[src/rtl/regfile_copy_engine.sv]
// rtl/regfile_copy_engine.sv - word-at-a-time copy initiator for a 16x8 register file (optional macro: REGFILE_COPY_CHECKSUM_EN)
module regfile_copy_engine #(
  parameter int ADDR_W = 4,
  parameter int DATA_W = 8
) (
  input  logic              clk,
  input  logic              rst,
  input  logic              start,
  input  logic [ADDR_W-1:0] src_base,
  input  logic [ADDR_W-1:0] dst_base,
  input  logic [ADDR_W:0]   len,
  output logic              busy,
  output logic              done,
  output logic [ADDR_W-1:0] radd,
  input  logic [DATA_W-1:0] rdata,
  output logic [ADDR_W-1:0] wadd,
  output logic [DATA_W-1:0] wdata,
  output logic              writeenable
`ifdef REGFILE_COPY_CHECKSUM_EN
  ,
  output logic [DATA_W-1:0] checksum
`endif
);

  localparam logic [ADDR_W:0] DEPTH = (ADDR_W+1)'(1 << ADDR_W);

  typedef enum logic [1:0] {IDLE, RD, WR, DONE} state_t;

  state_t            state;
  logic [ADDR_W-1:0] cur_src;
  logic [ADDR_W-1:0] cur_dst;
  logic [ADDR_W:0]   remaining;
  logic [ADDR_W:0]   len_clamped;

  // Requests longer than the file are trimmed to one full pass
  assign len_clamped = (len > DEPTH) ? DEPTH : len;

  // Copy sequencer: RD latches the source word into wdata (the hold register), WR strobes it out
  always_ff @(posedge clk or posedge rst) begin
    if (rst) begin
      state       <= IDLE;
      cur_src     <= '0;
      cur_dst     <= '0;
      remaining   <= '0;
      busy        <= 1'b0;
      done        <= 1'b0;
      radd        <= '0;
      wadd        <= '0;
      wdata       <= '0;
      writeenable <= 1'b0;
`ifdef REGFILE_COPY_CHECKSUM_EN
      checksum    <= '0;
`endif
    end else begin
      case (state)
        IDLE: begin
          if (start) begin
            cur_src   <= src_base;
            cur_dst   <= dst_base;
            remaining <= len_clamped;
`ifdef REGFILE_COPY_CHECKSUM_EN
            checksum  <= '0;
`endif
            if (len_clamped != '0) begin
              state <= RD;
              busy  <= 1'b1;
              radd  <= src_base;
            end else begin
              state <= DONE;
              done  <= 1'b1;
            end
          end
        end
        RD: begin
          wdata       <= rdata;
          wadd        <= cur_dst;
          writeenable <= 1'b1;
          state       <= WR;
        end
        WR: begin
          cur_src     <= cur_src + 1'b1;
          cur_dst     <= cur_dst + 1'b1;
          remaining   <= remaining - 1'b1;
          writeenable <= 1'b0;
`ifdef REGFILE_COPY_CHECKSUM_EN
          checksum    <= checksum ^ wdata;
`endif
          if (remaining != (ADDR_W+1)'(1)) begin
            state <= RD;
            radd  <= cur_src + 1'b1;
          end else begin
            state <= DONE;
            busy  <= 1'b0;
            done  <= 1'b1;
          end
        end
        DONE: begin
          done  <= 1'b0;
          state <= IDLE;
        end
        default: state <= IDLE;
      endcase
    end
  end

endmodule

[config.mk]
export PLATFORM = sky130hd
export DESIGN_NAME = regfile_copy_engine
export DESIGN_NICKNAME = d
export VERILOG_FILES = /design/src/rtl/regfile_copy_engine.sv
export SDC_FILE = /design/constraint.sdc
export NUM_CORES = 1
export LEC_CHECK = 0
export CAP_MARGIN = 10
export CORE_MARGIN = 2
export CORE_UTILIZATION = 52
export DETAILED_ROUTE_END_ITERATION = 6
export PLACE_DENSITY = 0.84
export SLEW_MARGIN = 0
export SYNTH_ARGS = -nofsm -noshare
export SYNTH_HDL_FRONTEND = slang
export SYNTH_SLANG_ARGS = --single-unit
[constraint.sdc]
create_clock -name clk -period 3.2 [get_ports clk]
set_input_delay 0.8 -clock clk [delete_from_list [all_inputs] [get_ports clk]]
set_output_delay 0.8 -clock clk [all_outputs]
set_load 0.05 [all_outputs]
# Yosys cells after proc, flatten, opt, wreduce, memory -nomap -nowiden
# Index checks and enable logic that the tools add are counted.
dict set report word_totals {
  regBits 34
  output_inout_bits 19
  word_cells 56
}
dict set report op_classes {
  n_addsub 3
  magnitude_cmp 1
  eq_ne 9
  n_mux 24
  n_reduce_logical 9
}
# operator n
set ops {}
lappend ops {{$pmux 4 s2} 3}
lappend ops {{$mux 4} 5}
lappend ops {{$reduce_and 4->1} 3}
lappend ops {{$mux 5} 2}
lappend ops {{$ne 2x2->1 const B} 5}
lappend ops {{$pmux 5 s2} 1}
lappend ops {{$add 4x1->4 const B} 2}
lappend ops {{$pmux 2 s4} 1}
lappend ops {{$mux 1} 6}
lappend ops {{$mux 2} 3}
lappend ops {{$gt 5x5->1 const B} 1}
lappend ops {{$ne 5x1->1 const B} 1}
lappend ops {{$reduce_bool 5->1} 1}
lappend ops {{$sub 5x1->5 const B} 1}
lappend ops {{$eq 2x2->1 const B} 2}
lappend ops {{$pmux 1 s2} 2}
lappend ops {{$reduce_bool 2->1} 2}
lappend ops {{$pmux 1 s3} 1}
lappend ops {{$reduce_bool 3->1} 1}
lappend ops {{$eq 2x1->1 const B} 1}
lappend ops {{$logic_not 2->1} 1}
lappend ops {{$reduce_and 2->1} 1}

# Longest topological paths before layout
dict set report logic_depth {
  depth_word 6
  mapped_depth 7
  ltp_nobuf 6
}

# Worst setup path before layout
# OpenSTA, ideal clock, no wires.
dict set report synth_path {
  path_type {input to register}
  start {input len[0]}
  end {register done}
  arrival_ps 1804
  slack_ps 1317
  cell_stages 4
  cell_sequence {nor4_1 > nand3b_1 > a222oi_1 > mux2i_1}
}
dict set report synth_between {
  elab_chain_len 5
}
# element line
set synth_lines {}
lappend synth_lines {{from (decl)} 11} ;# input logic [ADDR_W:0] len,
lappend synth_lines {{$gt 5x5->1} 36} ;# assign len_clamped = (len > DEPTH) ? DEPTH : len;
lappend synth_lines {{$mux 5 *} 36}
lappend synth_lines {{$reduce_bool 5->1 *} 64} ;# if (len_clamped != '0) begin
lappend synth_lines {{$ne 2x2->1 (no line) *} n/a}
lappend synth_lines {{$reduce_and 4->1 (no line) *} n/a}
lappend synth_lines {{to (signal assigned)} 46} ;# done <= 1'b0;
lappend synth_lines {{to (signal assigned)} 70} ;# done <= 1'b1;
lappend synth_lines {{to (signal assigned)} 94} ;# done <= 1'b1;
lappend synth_lines {{to (decl)} 13} ;# output logic done,
# Every way passes the cells marked *; elsewhere a longest branch is shown, timed or not.
# A chain may end at the register's enable or synchronous reset.

# Final worst setup path
dict set report layout_path {
  start {register done}
  end {output done}
}
# No word-level cell between the ends.

==> flow_summary.json <==
{
  "fp-row-count": 20,
  "fin_setup_tns_ns": 0,
  "synth.avg_cell_area_sq_um": 11.4,
  "hold_buffers": 0,
  "grt_use_total_pct": 22.0,
  "clk_path_buf_depth": 2,
  "p_sw_mw": 1.22,
  "crit_cells": 1,
  "clkTransAtPathRegs_ns": 0.10,
  "drive_above_1_share_pct": 15.7,
  "hold_depth": 1,
  "setup_violations": 0,
  "grt_start_max_net_pins": 35,
  "netlist_area_sq_um": 1700,
  "crit_chain": "clkdlybuf4s50_1",
  "finalNonFillerCells": 241,
  "drv_cap": 0,
  "synth_edf_count": 0,
  "ff_latch_area_sq_um": 851,
  "drc": 0,
  "vias_per_cell": 5.52,
  "hpwlAfterDp_um": 2780,
  "cts-root-buf": "clkbuf_4",
  "rsz0062_at_grt": "false",
  "worst-r2r-setup-slack_ns": 1.18,
  "die_h_um": 61.2,
  "p_int_mw": 1.46,
  "r2r_cells": 7,
  "htree_levels": 2,
  "critical_path_class": "reg -> out",
  "maxSlewViolCount": 0,
  "die_w_um": 61.2,
  "start_util_pct": 55.3,
  "cpLargestDelayFamily": "buffers and inverters",
  "fin_crit_sh_pct": 73.3,
  "dieArea_sq_um": 3750,
  "async_reset_ff_share_pct": 100,
  "port_buffers": 42,
  "synthDistinctLibCells": 37,
  "netlist_instances": 150,
  "num-fill-cells": 212,
  "reg2reg_from": "state[0]",
  "tritoncts": "built",
  "startpoint_type": "register",
  "dpl.cell_count": 233,
  "netlist.area_leader.share_pct": 50.0,
  "worst_pin_slew_ns": 0.580,
  "p_leak_nw": 0.968,
  "r2r_end": "remaining[2]",
  "layout.nets": 228,
  "pwr-share-clk_pct": 11.5,
  "clock_latency_ns": 0.34,
  "place.gp.congestion": 0.829,
  "p_per_area_nw_per_um2": 1190,
  "coreArea_sq_um": 3080,
  "synthTopCellsByArea": "dfrtp_1, mux2_2, ha_1",
  "fin_crit_ns": 2.35,
  "hold_path_class": "reg -> reg",
  "max_freq_ghz": 0.426,
  "relSlewSlack_pct": 61.3,
  "ys_seq_area_share_pct": 50.0,
  "critPathCapture": "done",
  "cp_data_arrival_time_ns": 1.55,
  "cts.sinks": 34,
  "ys_warn_count": 0,
  "synth_top_cell_by_area": "dfrtp_1",
  "worstSetupStartpoint": "done",
  "cts_setup_buffers": 0,
  "path_buf_inv": 1,
  "seq_power_share_pct": 30.0,
  "grt_pass1_vias": 1344,
  "critPathMaxFanout": 2,
  "numCtsBuffers": 5,
  "wl_per_cell_um": 15.6,
  "multi_input_area_sq_um": 788,
  "grt_pass1_wl_um": 5960,
  "switching_share_pct": 45.4,
  "skew_ns": 0.0181,
  "overflow": 0,
  "n_antenna_cell": 0,
  "ys_ff_latch": 34,
  "io_pins": 43,
  "routed_wl_um": 3770,
  "ant_nets": 0,
  "syn_to_final_growth_pct": 32.1,
  "slowest_delay_ns": 0.81,
  "critPathRequiredTime_ns": 2.40,
  "crit_path_end_kind": "output pin",
  "outcome": "completed",
  "ys.flop_type": "dfrtp_1",
  "vias": 1330,
  "first_pass_iters": 4,
  "syn_nets": 182,
  "ir_worst_vdd_mv": 0.626,
  "crit_path_top_delay_cell": "clkdlybuf4s50_1",
  "antenna_found_initial": 0,
  "cts_resized": 0,
  "hold_viol": 0,
  "dr.first_iter.drc_count": 136,
  "combPwrFrac_pct": 58.4
}
[registers in the layout (all words and copies together) (netlist names)]
name and cells:
busy 1, cur_dst 4, cur_src 4, done 1, radd 4, remaining 5
state 2, wadd 4, wdata 8, writeenable 1
[stage by stage]
stage,hold WS (ns),worst slack (ns),instance area (sq um),power (mW),utilization [%]
6_report,0.518,0.854,2250,2.68,73.1
2_1_floorplan,0.476,1.32,1700,1.91,-
4_1_cts,0.521,0.854,2250,2.69,73.1
3_3_place_gp,0.487,0.774,2170,2.31,70.7
5_1_grt,0.543,0.806,2250,2.84,73.1
3_5_place_dp,0.497,0.766,2170,2.38,70.7
[cells in the mapped netlist, drive strengths merged, types with 3 or more instances]
master   n
a21oi    8
buf      4
dfrtp   34
ha       8
inv     10
mux2    19
mux2i    7
nand2    6
nand2b   3
nand3    7
nor2    10
o21ai   11
[layout make-up]
class | instances | share of cell area [%]
inverter | 10 | 1.67
timing repair buffer | 45 | 19.7
clock inverter | 1 | 1.33
clock buffer | 7 | 2.00
multi-input combinational | 100 | 35.0
sequential | 34 | 37.8
tap | 44 | 2.45
[worst min-delay path by stage]
stage                           from          to  slack (ns)
after floorplan           cur_src[3]  cur_src[3]        0.48
after global placement      wdata[0]    wdata[0]        0.49
after detailed placement        busy        busy        0.50
after CTS                    wadd[3]     wadd[3]        0.52
after global routing         wadd[3]     wadd[3]        0.54
final                       wdata[0]    wdata[0]        0.52
[metal layers]
metal	wire length [um]	vias to the layer above	global-route usage (%)
met5	0	-	0
met4	69	0	8.07
met3	206	10	6.93
met2	1940	35	37.5
met1	1550	662	26.0
li1	-	623	-
[power groups by stage]
stage | logic, mW | registers [mW] | clock network (mW)
6_report | 1.57 | 0.805 | 0.309
5_1_grt | 1.67 | 0.831 | 0.336
4_1_cts | 1.57 | 0.805 | 0.313
3_5_place_dp | 1.57 | 0.813 | 0
3_3_place_gp | 1.51 | 0.796 | 0
2_1_floorplan | 0.729 | 1.18 | 0
[cells by family after synthesis]
| logic type | after synthesis | share of synthesized area [%] |
|---|---|---|
| AO/OA/AOI/OAI | 30 | 10.7 |
| flip-flops | 34 | 50.0 |
| XOR/XNOR | 2 | 1.03 |
| adder cells (fa/ha/maj) | 8 | 5.88 |
| AND/OR/NAND/NOR | 34 | 11.2 |
| buffers and inverters | 16 | 3.75 |
| multiplexers | 26 | 17.6 |
[layout by cell type (no fill, tap or decap)]
cell type / instances
dfrtp_1: 34
o211ai_1: 1
bufinv_16: 1
nor3b_1: 1
nor4_1: 1
and3b_1: 1
o22ai_1: 2
ha_1: 8
nand3_1: 6
or2_4: 1
a21oi_1: 8
clkbuf_4: 5
o31ai_1: 1
a222oi_1: 1
mux2_4: 4
nand2b_1: 3
nand3b_1: 1
clkbuf_1: 2
xnor2_1: 2
buf_4: 3
a221oi_1: 2
a22oi_1: 1
o21bai_1: 1
nand3_4: 1
inv_2: 1
mux2_2: 14
nand2_1: 6
a21boi_1: 1
nor3_1: 1
inv_1: 9
and3_1: 1
clkdlybuf4s50_1: 42
o21ai_1: 6
mux2i_1: 7
mux2_1: 1
o21ai_0: 5
o221ai_1: 1
nor2_1: 10
or4b_4: 1
Power figures use the tool's default switching activity.
